**src/rtl/alu_pkg.sv**
```systemverilog
`default_nettype none
// ============================================================================
// Package     : alu_pkg
// Description : Shared constants for the RV32 ALU control block: 4-bit ALU
//               operation encodings, RV32M funct3 codes and the state type
//               of the iterative multiply/divide engine.
// Revision    : 1.0 - initial release
// ============================================================================
package alu_pkg;

    // ALU operation select driven to the datapath
    localparam logic [3:0] ALU_ADD  = 4'b0000;
    localparam logic [3:0] ALU_SUB  = 4'b0001;
    localparam logic [3:0] ALU_SLL  = 4'b0010;
    localparam logic [3:0] ALU_SLT  = 4'b0011;
    localparam logic [3:0] ALU_SLTU = 4'b0100;
    localparam logic [3:0] ALU_XOR  = 4'b0101;
    localparam logic [3:0] ALU_SRL  = 4'b0110;
    localparam logic [3:0] ALU_SRA  = 4'b0111;
    localparam logic [3:0] ALU_OR   = 4'b1000;
    localparam logic [3:0] ALU_AND  = 4'b1001;
    localparam logic [3:0] ALU_NOP  = 4'b1111;

    // RV32M funct3 codes
    localparam logic [2:0] F3_MUL    = 3'b000;
    localparam logic [2:0] F3_MULH   = 3'b001;
    localparam logic [2:0] F3_MULHSU = 3'b010;
    localparam logic [2:0] F3_MULHU  = 3'b011;
    localparam logic [2:0] F3_DIV    = 3'b100;
    localparam logic [2:0] F3_DIVU   = 3'b101;
    localparam logic [2:0] F3_REM    = 3'b110;
    localparam logic [2:0] F3_REMU   = 3'b111;

    // Multiply/divide engine state
    typedef enum logic [1:0] {
        ST_IDLE = 2'd0,
        ST_MUL  = 2'd1,
        ST_DIV  = 2'd2,
        ST_DONE = 2'd3
    } md_state_e;

endpackage : alu_pkg
`default_nettype wire

```
**src/rtl/muldiv_iter.sv**
```systemverilog
`default_nettype none
// ============================================================================
// Module      : muldiv_iter
// Description : Iterative RV32M engine. Shift-add multiply and restoring
//               divide, one bit per clock on magnitudes, signs re-applied on
//               the final step. Divide-by-zero and signed overflow finish in
//               a single clock.
// Ports       : clk_i, rst_ni          clock, async active-low reset
//               start_i                M-op presented this cycle
//               funct3_i               M-op select
//               src_a_i, src_b_i       operands
//               in_ready_o             engine idle, will accept start_i
//               out_valid_o            result_o valid (held until taken)
//               out_ready_i            consumer takes result_o
//               result_o               M-op result
// Revision    : 1.0 - initial release
// ============================================================================
module muldiv_iter
    import alu_pkg::*;
#(
    parameter int XLEN  = 32,
    parameter int CNT_W = $clog2(XLEN) + 1
) (
    input  logic            clk_i,
    input  logic            rst_ni,
    input  logic            start_i,
    input  logic [2:0]      funct3_i,
    input  logic [XLEN-1:0] src_a_i,
    input  logic [XLEN-1:0] src_b_i,
    output logic            in_ready_o,
    output logic            out_valid_o,
    input  logic            out_ready_i,
    output logic [XLEN-1:0] result_o
);

    md_state_e          state_q, state_d;
    logic [CNT_W-1:0]   cnt_q;
    logic [2*XLEN-1:0]  acc_q;     // MUL: {partial hi, multiplier}; DIV: {remainder, dividend/quotient}
    logic [XLEN-1:0]    opd_q;     // multiplicand (MUL) or divisor (DIV) magnitude
    logic               neg_q;     // product / quotient sign
    logic               sa_q;      // remainder sign follows the dividend
    logic [2:0]         f3_q;
    logic [XLEN-1:0]    result_q;

    // ---------------- accept-time decode ----------------
    logic            accept;
    logic            is_div;
    logic            a_signed, b_signed;
    logic            sa, sb;
    logic [XLEN-1:0] mag_a, mag_b;
    logic            div_zero, div_ovf, special;
    logic [XLEN-1:0] special_res;

    assign accept   = start_i & (state_q == ST_IDLE);
    assign is_div   = funct3_i[2];
    // MUL/MULH/MULHSU treat rs1 as signed, only MUL/MULH treat rs2 as signed;
    // DIV/REM (funct3[0]=0) are signed on both operands.
    assign a_signed = is_div ? ~funct3_i[0] : (funct3_i[1:0] != 2'b11);
    assign b_signed = is_div ? ~funct3_i[0] : ~funct3_i[1];
    assign sa       = a_signed & src_a_i[XLEN-1];
    assign sb       = b_signed & src_b_i[XLEN-1];
    assign mag_a    = sa ? (~src_a_i + 1'b1) : src_a_i;
    assign mag_b    = sb ? (~src_b_i + 1'b1) : src_b_i;

    assign div_zero = is_div & (src_b_i == '0);
    assign div_ovf  = is_div & ~funct3_i[0]
                    & (src_a_i == {1'b1, {(XLEN-1){1'b0}}})
                    & (src_b_i == '1);
    assign special  = div_zero | div_ovf;

    always_comb begin
        special_res = '0;
        if (div_zero) begin
            special_res = funct3_i[1] ? src_a_i : '1;
        end else if (div_ovf) begin
            special_res = funct3_i[1] ? '0 : src_a_i;
        end
    end

    // ---------------- iteration step ----------------
    logic [XLEN:0]     mul_sum;
    logic [2*XLEN-1:0] mul_acc;
    logic [XLEN:0]     div_diff;
    logic [2*XLEN-1:0] div_acc;
    logic [2*XLEN-1:0] prod;
    logic [XLEN-1:0]   quo, rem;
    logic [XLEN-1:0]   mul_res, div_res;
    logic              last;

    // Shift-add: add multiplicand into the high half when the multiplier LSB
    // is set, then shift the whole accumulator right with the carry.
    assign mul_sum = {1'b0, acc_q[2*XLEN-1:XLEN]} + (acc_q[0] ? {1'b0, opd_q} : '0);
    assign mul_acc = {mul_sum, acc_q[XLEN-1:1]};

    // Restoring divide: trial-subtract the divisor from the remainder shifted
    // left by one dividend bit; a borrow keeps the shifted remainder.
    assign div_diff = acc_q[2*XLEN-1:XLEN-1] - {1'b0, opd_q};
    assign div_acc  = div_diff[XLEN] ? {acc_q[2*XLEN-2:0], 1'b0}
                                     : {div_diff[XLEN-1:0], acc_q[XLEN-2:0], 1'b1};

    assign prod    = neg_q ? (~mul_acc + 1'b1) : mul_acc;
    assign mul_res = (f3_q == F3_MUL) ? prod[XLEN-1:0] : prod[2*XLEN-1:XLEN];

    assign quo     = div_acc[XLEN-1:0];
    assign rem     = div_acc[2*XLEN-1:XLEN];
    assign div_res = (f3_q[1])
                   ? (sa_q  ? (~rem + 1'b1) : rem)
                   : (neg_q ? (~quo + 1'b1) : quo);

    assign last = (cnt_q == CNT_W'(XLEN - 1));

    // ---------------- FSM: state register ----------------
    always_ff @(posedge clk_i or negedge rst_ni) begin
        if (!rst_ni) begin
            state_q <= ST_IDLE;
        end else begin
            state_q <= state_d;
        end
    end

    // ---------------- FSM: next state ----------------
    always_comb begin
        state_d = state_q;
        case (state_q)
            ST_IDLE: begin
                if (accept) begin
                    if (special)     state_d = ST_DONE;
                    else if (is_div) state_d = ST_DIV;
                    else             state_d = ST_MUL;
                end
            end
            ST_MUL:  if (last)        state_d = ST_DONE;
            ST_DIV:  if (last)        state_d = ST_DONE;
            ST_DONE: if (out_ready_i) state_d = ST_IDLE;
            default: state_d = ST_IDLE;
        endcase
    end

    // ---------------- FSM: outputs ----------------
    always_comb begin
        in_ready_o  = (state_q == ST_IDLE);
        out_valid_o = (state_q == ST_DONE);
    end

    assign result_o = result_q;

    // ---------------- datapath registers ----------------
    always_ff @(posedge clk_i or negedge rst_ni) begin
        if (!rst_ni) begin
            cnt_q    <= '0;
            acc_q    <= '0;
            opd_q    <= '0;
            neg_q    <= 1'b0;
            sa_q     <= 1'b0;
            f3_q     <= '0;
            result_q <= '0;
        end else begin
            if (accept) begin
                f3_q  <= funct3_i;
                cnt_q <= '0;
                neg_q <= sa ^ sb;
                sa_q  <= sa;
                if (is_div) begin
                    opd_q <= mag_b;
                    acc_q <= {{XLEN{1'b0}}, mag_a};
                end else begin
                    opd_q <= mag_a;
                    acc_q <= {{XLEN{1'b0}}, mag_b};
                end
                if (special) begin
                    result_q <= special_res;
                end
            end else if (state_q == ST_MUL) begin
                acc_q <= mul_acc;
                cnt_q <= cnt_q + 1'b1;
                if (last) result_q <= mul_res;
            end else if (state_q == ST_DIV) begin
                acc_q <= div_acc;
                cnt_q <= cnt_q + 1'b1;
                if (last) result_q <= div_res;
            end
        end
    end

endmodule : muldiv_iter
`default_nettype wire

```
**src/rtl/alu_decode_muldiv.sv**
```systemverilog
`default_nettype none
// ============================================================================
// Module      : alu_decode_muldiv
// Description : ALU control decoder for the RV32 single-cycle core with an
//               attached iterative RV32M multiply/divide engine.
// Ports       : clk, rst_n                      clock, async active-low reset
//               alu_op, funct3, funct7_5,
//               funct7_0, op5                   decode inputs from main decoder
//               src_a, src_b                    rs1 / rs2 values
//               in_valid                        instruction valid this cycle
//               in_ready                        engine can accept an M-op
//               alu_control                     4-bit ALU operation select
//               is_md                           current instruction is an M-op
//               md_result, out_valid, out_ready M-op result handshake
//               stall                           hold PC / instruction
// Revision    : 1.0 - initial release
// ============================================================================
module alu_decode_muldiv
    import alu_pkg::*;
#(
    parameter int XLEN = 32
) (
    input  logic            clk,
    input  logic            rst_n,
    input  logic [1:0]      alu_op,
    input  logic [2:0]      funct3,
    input  logic            funct7_5,
    input  logic            funct7_0,
    input  logic            op5,
    input  logic [XLEN-1:0] src_a,
    input  logic [XLEN-1:0] src_b,
    input  logic            in_valid,
    output logic            in_ready,
    output logic [3:0]      alu_control,
    output logic            is_md,
    output logic [XLEN-1:0] md_result,
    output logic            out_valid,
    input  logic            out_ready,
    output logic            stall
);

    localparam int CNT_W = $clog2(XLEN) + 1;

    assign is_md = (alu_op == 2'b10) & op5 & funct7_0 & in_valid;

    // The core advances in the same cycle the result is taken.
    assign stall = is_md & ~(out_valid & out_ready);

    always_comb begin
        alu_control = ALU_ADD;
        case (alu_op)
            2'b00: alu_control = ALU_ADD;
            2'b01: begin
                case (funct3)
                    3'b000, 3'b001: alu_control = ALU_SUB;   // beq / bne
                    3'b100, 3'b101: alu_control = ALU_SLT;   // blt / bge
                    3'b110, 3'b111: alu_control = ALU_SLTU;  // bltu / bgeu
                    default:        alu_control = ALU_ADD;
                endcase
            end
            2'b10: begin
                case (funct3)
                    3'b000:  alu_control = (op5 & funct7_5) ? ALU_SUB : ALU_ADD;
                    3'b001:  alu_control = ALU_SLL;
                    3'b010:  alu_control = ALU_SLT;
                    3'b011:  alu_control = ALU_SLTU;
                    3'b100:  alu_control = ALU_XOR;
                    // srai carries funct7_5 in imm[10], so no op5 qualifier
                    3'b101:  alu_control = funct7_5 ? ALU_SRA : ALU_SRL;
                    3'b110:  alu_control = ALU_OR;
                    default: alu_control = ALU_AND;
                endcase
            end
            default: alu_control = ALU_ADD;
        endcase
        if (is_md) begin
            alu_control = ALU_NOP;
        end
    end

    muldiv_iter #(
        .XLEN  (XLEN),
        .CNT_W (CNT_W)
    ) u_muldiv_iter (
        .clk_i       (clk),
        .rst_ni      (rst_n),
        .start_i     (is_md),
        .funct3_i    (funct3),
        .src_a_i     (src_a),
        .src_b_i     (src_b),
        .in_ready_o  (in_ready),
        .out_valid_o (out_valid),
        .out_ready_i (out_ready),
        .result_o    (md_result)
    );

endmodule : alu_decode_muldiv
`default_nettype wire

```
**config.mk**
```make
export PLATFORM = sky130hd
export DESIGN_NAME = alu_decode_muldiv
export DESIGN_NICKNAME = d
export VERILOG_FILES = /design/src/rtl/alu_pkg.sv /design/src/rtl/muldiv_iter.sv /design/src/rtl/alu_decode_muldiv.sv
export SDC_FILE = /design/constraint.sdc
export NUM_CORES = 1
export LEC_CHECK = 0
export ABC_AREA = 0
export BUFFER_PORTS_ARGS = -buffer_cell sky130_fd_sc_hd__buf_2
export CORE_MARGIN = 8
export CORE_UTILIZATION = 57
export CTS_CLUSTER_DIAMETER = 60
export DETAILED_ROUTE_END_ITERATION = 10
export GPL_TIMING_DRIVEN = 1
export PLACE_DENSITY = 0.75
export SLEW_MARGIN = 20
export SYNTH_ARGS = -nofsm -noshare
export SYNTH_HDL_FRONTEND = slang
export SYNTH_HIERARCHICAL = 1
export SYNTH_SLANG_ARGS = --single-unit
```
**constraint.sdc**
```tcl
create_clock -name clk -period 4.94 [get_ports clk]
set_input_delay 0.988 -clock clk [delete_from_list [all_inputs] [get_ports clk]]
set_output_delay 0.988 -clock clk [all_outputs]
set_load 0.05 [all_outputs]
```
Word-level counts from Yosys, hierarchy flattened
Index checks and enable logic that the tools add are counted.
{"block": "op_classes", "n_addsub": 8, "mul": 0, "n_div": 0, "order_cmp": 0, "eq_ne": 20, "shifts": 0, "muxes": 41, "bitwise": 23, "reduce_logical": 12}
{"cell": "2-to-1 mux 32 bit", "count": 19}
{"cell": "2-to-1 mux 64 bit", "count": 5}
{"cell": "adder 32 x 1 -> 32 bit (second input constant)", "count": 4}
{"cell": "inverter 32 bit", "count": 4}
{"cell": "adder 64 x 1 -> 64 bit (second input constant)", "count": 1}
{"cell": "equality test 32 bit (second input constant)", "count": 2}
{"cell": "inverter 64 bit", "count": 1}
{"cell": "adder 32 x 33 -> 33 bit", "count": 1}
{"cell": "subtractor 33 x 32 -> 33 bit", "count": 1}
{"cell": "logical NOT 32 bit", "count": 1}
{"cell": "one-hot mux 4 bit (7 select lines)", "count": 1}
{"cell": "2-to-1 mux 6 bit", "count": 3}
{"cell": "bitwise AND 1 bit", "count": 13}
{"cell": "equality test 3 bit (second input constant)", "count": 4}
{"cell": "2-to-1 mux 2 bit", "count": 5}
{"cell": "one-hot mux 3 bit (3 select lines)", "count": 1}
{"cell": "one-hot mux 4 bit (2 select lines)", "count": 1}
{"cell": "OR reduction 2 bit", "count": 4}
{"cell": "adder 6 x 1 -> 6 bit (second input constant)", "count": 1}
{"cell": "equality test 2 bit (second input constant)", "count": 3}
{"cell": "equality test 3 x 2 -> 1 bit (second input constant)", "count": 2}
{"cell": "equality test 6 x 5 -> 1 bit (second input constant)", "count": 1}
{"cell": "logical NOT 3 bit", "count": 2}
{"cell": "inequality test 2 x 1 -> 1 bit (second input constant)", "count": 3}
{"cell": "other kinds (13)", "count": 21}
{"block": "word_totals", "ff_bits": 141, "latchBits": 0, "ram_bits": 0, "mem_bits_ro": 0, "input_bits": 76, "output_inout_bits": 40, "word_cells": 112, "mem_count": 0}

Depth between registers and ports, before layout
{"block": "logic_depth", "depth_word": 10, "mapped_depth": 28, "depth_no_buf": 25}

By module
Netlist, hierarchy kept.
{"mod": "muldiv_iter", "instances": 1, "cells_each": 2457, "area_each_um2": 17392.9, "seq_area_each_um2": 3528.4}
{"mod": "alu_decode_muldiv", "instances": 1, "cells_each": 28, "area_each_um2": 192.7, "seq_area_each_um2": 0.0}

Worst setup path after synthesis
No wires, ideal clock.
{"block": "synth_timing", "path_type": "reg2reg", "from": "register u_muldiv_iter.acc_q[31]", "to": "register u_muldiv_iter.result_q[24] (netlist: u_muldiv_iter/result_o[24])", "setup_time_ps": 138, "arrival_ps": 5174, "setup_slack_ps": -372, "path_stages_with_launch": 26, "n_path_buf": 3, "period_less_slack_ps": 5312, "path_cell_list": "dfrtp_1 -> inv_1 -> ha_1 -> inv_1 -> fa_1 -> a211oi_1 -> o211ai_1 -> nand2_1 -> a21oi_1 -> nor3_1 -> nor2_1 -> inv_1 -> clkbuf_1 -> clkbuf_1 -> mux2i_1 -> ha_1 -> inv_1 -> nor4_1 -> and4b_1 -> a41oi_1 -> or3_1 -> clkbuf_1 -> nor3_1 -> mux2i_1 -> o21ai_0 -> o211ai_1"}
{"block": "synth_between", "elab_chain_len": 10}
{"item": "start, declared", "line_no": "muldiv_iter.sv:38", "text": "logic [2*XLEN-1:0] acc_q;"}
{"item": "start signal, assigned", "line_no": "muldiv_iter.sv:165", "text": "acc_q <= {{XLEN{1'b0}}, mag_a};"}
{"item": "start signal, assigned", "line_no": "muldiv_iter.sv:168", "text": "acc_q <= {{XLEN{1'b0}}, mag_b};"}
{"item": "start signal, assigned", "line_no": "muldiv_iter.sv:174", "text": "acc_q <= mul_acc;"}
{"item": "subtractor 33 x 32 -> 33 bit", "line_no": "muldiv_iter.sv:97", "text": "assign div_diff = acc_q[2*XLEN-1:XLEN-1] - {1'b0, opd_q};"}
{"item": "2-to-1 mux 64 bit", "line_no": "muldiv_iter.sv:98", "text": "assign div_acc = div_diff[XLEN] ? {acc_q[2*XLEN-2:0], 1'b0}"}
{"item": "inverter 32 bit (on tied branches)", "line_no": "muldiv_iter.sv:108, muldiv_iter.sv:107"}
{"item": "adder 32 x 1 -> 32 bit (on tied branches)", "line_no": "muldiv_iter.sv:108, muldiv_iter.sv:107"}
{"item": "2-to-1 mux 32 bit (on tied branches)", "line_no": "muldiv_iter.sv:108, muldiv_iter.sv:107"}
{"item": "2-to-1 mux 32 bit", "line_no": "muldiv_iter.sv:107", "text": "? (sa_q ? (~rem + 1'b1) : rem)"}
{"item": "2-to-1 mux 32 bit", "line_no": "muldiv_iter.sv:180", "text": "if (last) result_q <= div_res;"}
{"item": "2-to-1 mux 32 bit", "line_no": "muldiv_iter.sv:177", "text": "end else if (state_q == ST_DIV) begin"}
{"item": "2-to-1 mux 32 bit (*)", "line_no": "muldiv_iter.sv:173", "text": "end else if (state_q == ST_MUL) begin"}
{"item": "2-to-1 mux 32 bit (*)", "line_no": "muldiv_iter.sv:158", "text": "if (accept) begin"}
{"item": "end signal, assigned", "line_no": "muldiv_iter.sv:171", "text": "result_q <= special_res;"}
{"item": "end signal, assigned", "line_no": "muldiv_iter.sv:176", "text": "if (last) result_q <= mul_res;"}
{"item": "end signal, assigned", "line_no": "muldiv_iter.sv:180"}
{"item": "end, declared", "line_no": "muldiv_iter.sv:43", "text": "logic [XLEN-1:0] result_q;"}
Every way passes the cells marked *; elsewhere a longest branch is shown, timed or not. The select of a mux whose other input is x is not followed.
A chain may end at the register's enable or synchronous reset.

Worst setup path after layout
{"block": "layout_timing", "from": "register u_muldiv_iter.opd_q[0]", "to": "register u_muldiv_iter.result_q[30] (netlist: u_muldiv_iter/result_o[30])"}
{"block": "layout_between", "elab_chain_len": 10}
{"item": "start, declared", "line_no": "muldiv_iter.sv:39", "text": "logic [XLEN-1:0] opd_q;"}
{"item": "start signal, assigned", "line_no": "muldiv_iter.sv:164", "text": "opd_q <= mag_b;"}
{"item": "start signal, assigned", "line_no": "muldiv_iter.sv:167", "text": "opd_q <= mag_a;"}
{"item": "subtractor 33 x 32 -> 33 bit", "line_no": "muldiv_iter.sv:97"}
{"item": "2-to-1 mux 64 bit", "line_no": "muldiv_iter.sv:98"}
{"item": "inverter 32 bit (on tied branches)", "line_no": "muldiv_iter.sv:108, muldiv_iter.sv:107"}
{"item": "adder 32 x 1 -> 32 bit (on tied branches)", "line_no": "muldiv_iter.sv:108, muldiv_iter.sv:107"}
{"item": "2-to-1 mux 32 bit (on tied branches)", "line_no": "muldiv_iter.sv:108, muldiv_iter.sv:107"}
{"item": "2-to-1 mux 32 bit", "line_no": "muldiv_iter.sv:107"}
{"item": "2-to-1 mux 32 bit", "line_no": "muldiv_iter.sv:180"}
{"item": "2-to-1 mux 32 bit", "line_no": "muldiv_iter.sv:177"}
{"item": "2-to-1 mux 32 bit (*)", "line_no": "muldiv_iter.sv:173"}
{"item": "2-to-1 mux 32 bit (*)", "line_no": "muldiv_iter.sv:158"}
Marks and branches as above.

==> results.md <==
- CTS tree: yes
- DRC: 0
- Layout cells sized above 1: 16.2%
- Final Hold Fails: 0
- WL final: between 70000 and 80000 um
- Cells after Synth: approximately 2500
- GPL Wtd Cong: 1.08
- Post-Synth Adder-Cell Area: roughly 5.7%
- Cell mode on critical path: or2_2
- Hold Path Depth: 2
- Max-Slew Margin vs Limit: 36.1%
- R2R Path Start: u_muldiv_iter/opd_q[0]$_DFFE_PN0P_
- CTS Root Cell: clkbuf_16
- Worst Hold End: u_muldiv_iter/opd_q[27]$_DFFE_PN0P_
- Largest family of logic cells by synthesized area: compound AO/OA/AOI/OAI gates
- Ys flop type: dfrtp_1
- Initial antenna violation count: 3
- Synth warn: 6
- ANT cells: 0
- Post-synth EDFFs: 0
- Clk Latency, worst-skew pair: 440 ps
- GRT overflow: 0
- Hold_sp: u_muldiv_iter/opd_q[27]$_DFFE_PN0P_
- Die ar.: between 30000 and 40000 um^2
- First-pass GRT wire length: between 100000 and 150000 um
- Crit path cell chain: and2_1, ha_2, fa_2, or4_4, nor4_4, nand4_1, buf_4, a211oi_4, o2111ai_4, or2_2, or2_2, or3_4, o41ai_2, xor2_1, nor4_2, o22ai_1
- Post-synthesis sequential area ratio: 20.1%
- # nets final: 2771
- Area share of the largest cell type after synthesis: 20.1%
- Gr usage total: 38.7%
- Critical path class: reg2reg
- Final Instance Area: 20200 um^2
- Final setup TNS: 0 ps
- CP Buf/Inv Count: 1
- Setup ws final: between 10 and 15 ps
- Worst slew pin tran: 957 ps
- CTS buffer count: 17
- Status: finished, final reports clean
- Reg2Reg Depth: 16
- Worst setup EP type: flip-flop
- Most frequent cells in the layout: nor2_1, nand2_1, a21oi_1
- I/O pins: 116
- Hold Path Class: reg2reg
- Vias in the first global route: 19400
- Rows: 64
- Max_cap viols: 0
- Dpl ws: -1100 ps
- Reg2reg setup slack: 10 ps
- Register bit total from synthesis: 141
- Tmin final: 4930 ps
- Routed length per placed instance: 24.0 um
- Clock sink count: 141
- Final setup violation count: 0
- Crit path max-delay family: simple AND/OR/NAND/NOR gates
- Critical path startpoint category: flip-flop
- Post-DP Area: 19300 um^2
- Post-route ant nets: 0
- Critical Path RT: 5260 ps
- Crit Path Max Fanout: 4
- Count of cell types in the netlist: roughly 90
- Post-synthesis mux area share: under 10%
- DR vias/cell: 6.83
- Synth top area cells: dfrtp_1, nor2_1, a21oi_1, o21ai_0, xnor2_1
- Initial core utilization: between 50% and 60%
- Final HPWL DP: approximately 55000 um
- CTS clk-pin slew, worst paths: 60 ps
- Iter 0 DRT Violations: 2787
- FF-to-FF End: u_muldiv_iter/result_o[30]$_DFFE_PN0P_
- CTS Buffer Depth: 2
- Largest net degree at the start of global routing: 139
- Commonest non-fill, non-tap cell in the layout: nor2_1
- Crit path DAT: 5240 ps
- Synth Area per Inst: 7.08 um^2
- Hold Slack: 480 ps
- PortBufs: 115
- Asr flop ratio synth: 100%
- Synth Area in Compound Gates: 29.8%
- Clock skew: 7.50 ps
- Die Y-Extent: 192 um
- Leading area contributor after synthesis: dfrtp_1
- Fill count: 2704
- Tcrit/Tclk final: 99.7%
- Mapped cell area: 17600 um^2
- Net Count, Synth: 2640
- Width of the die: 192 um
- Via count: about 21000
- Core footprint: just over 30000 um^2
- Layout area overhead: 15.1%
- Synth Area in XOR/XNOR: 10.6%
- Slowest-stage cell, CP: fa_2
- H-Tree Depth: 4
- Fmax: 0.203 GHz
- Critical Path Max Stage Delay: 540 ps
- Detailed Routing Iterations Pass 1: 8
- Post-Synth Simple-Gate Area: a little under a quarter
- Max-slew violations: 0
[per-layer routing]
layer / wire (um) / GRT usage (%)
met5: 13 / 0
met3: 9260 / 10.3
met1: 28100 / 50.3
met4: 3890 / 19.4
met2: 31500 / 58.7
[registers in the layout, indices dropped and copies added, names as in the netlist]
register	flops
u_muldiv_iter/acc_q	64
u_muldiv_iter/opd_q	32
u_muldiv_iter/result_o	32
u_muldiv_iter/cnt_q	6
u_muldiv_iter/f3_q	3
u_muldiv_iter/state_q	2
u_muldiv_iter/neg_q	1
u_muldiv_iter/sa_q	1
[worst register-to-register path: cells and delay by family (launching register included)]
family                   cells  cell delay (ps)
AO/OA/AOI/OAI                4              920
flip-flops                   1              390
AND/OR/NAND/NOR              8             2350
adder cells (fa/ha/maj)      2              770
XOR/XNOR                     1              140
buffers and inverters        1              210
[synthesized netlist by cell type, types with 56 or more instances]
cell type	instances
a211oi_1	59
mux2i_1	71
dfrtp_1	141
xor2_1	101
o211ai_1	73
o21ai_0	228
nand2_1	240
a21oi_1	237
inv_1	84
ha_1	77
nor3_1	56
clkbuf_1	136
xnor2_1	111
nor2_1	320
[cell families (layout without fill, tap and decap cells)]
kind of cell / Yosys count / in the layout
compound gates: 834 / 834
xor+xnor: 212 / 212
fa+ha+maj: 79 / 79
buf+inv: 262 / 406
flops: 141 / 141
mux: 78 / 78
simple gates: 879 / 879
[how the worst max path moves through the flow]
stage | startpoint | end | slack [ps] | cells after the start
floorplan | u_muldiv_iter/acc_q[31]$_DFFE_PN0N_ | u_muldiv_iter/result_o[24]$_DFFE_PN0P_ | 6 | 25
global placement | u_muldiv_iter/acc_q[0]$_DFFE_PN0N_ | u_muldiv_iter/result_o[30]$_DFFE_PN0P_ | -1040 | 16
detailed placement | u_muldiv_iter/acc_q[0]$_DFFE_PN0N_ | u_muldiv_iter/result_o[30]$_DFFE_PN0P_ | -1100 | 16
CTS | u_muldiv_iter/opd_q[0]$_DFFE_PN0P_ | u_muldiv_iter/result_o[31]$_DFFE_PN0P_ | 0.8 | 16
global route | u_muldiv_iter/acc_q[0]$_DFFE_PN0N_ | u_muldiv_iter/result_o[28]$_DFFE_PN0P_ | -50 | 18
finish | u_muldiv_iter/opd_q[0]$_DFFE_PN0P_ | u_muldiv_iter/result_o[30]$_DFFE_PN0P_ | 10 | 16
[layout make-up]
| type | count | area, um^2 | area share (%) |
|---|---|---|---|
| Clock inverter | 9 | 105 | 0.519 |
| Sequential cell | 141 | 3530 | 17.4 |
| Clock buffer | 23 | 508 | 2.51 |
| Multi-Input combinational cell | 2082 | 13400 | 66.0 |
| Inverter | 86 | 323 | 1.60 |
| Tap cell | 396 | 495 | 2.45 |
| Timing Repair Buffer | 288 | 1920 | 9.49 |
[metrics by stage]
step / util (%) / instances
2_1_floorplan: - / 2485
5_1_grt: 66.3 / 3025
3_3_place_gp: 63.2 / 2982
4_1_cts: 65.8 / 3023
3_5_place_dp: 63.2 / 2982
6_report: 66.3 / 3025
[what timing repair did]
action	4_1_cts	5_1_grt
cloned	0	0
setup endpoints to repair	18	13
hold buffers	0	0
resized for setup	18	33
pin swaps	9	7
buffers inserted	9	2
Power is not shown: default switching activity piles up to over one toggle a cycle in this logic, so the estimate is an artifact.
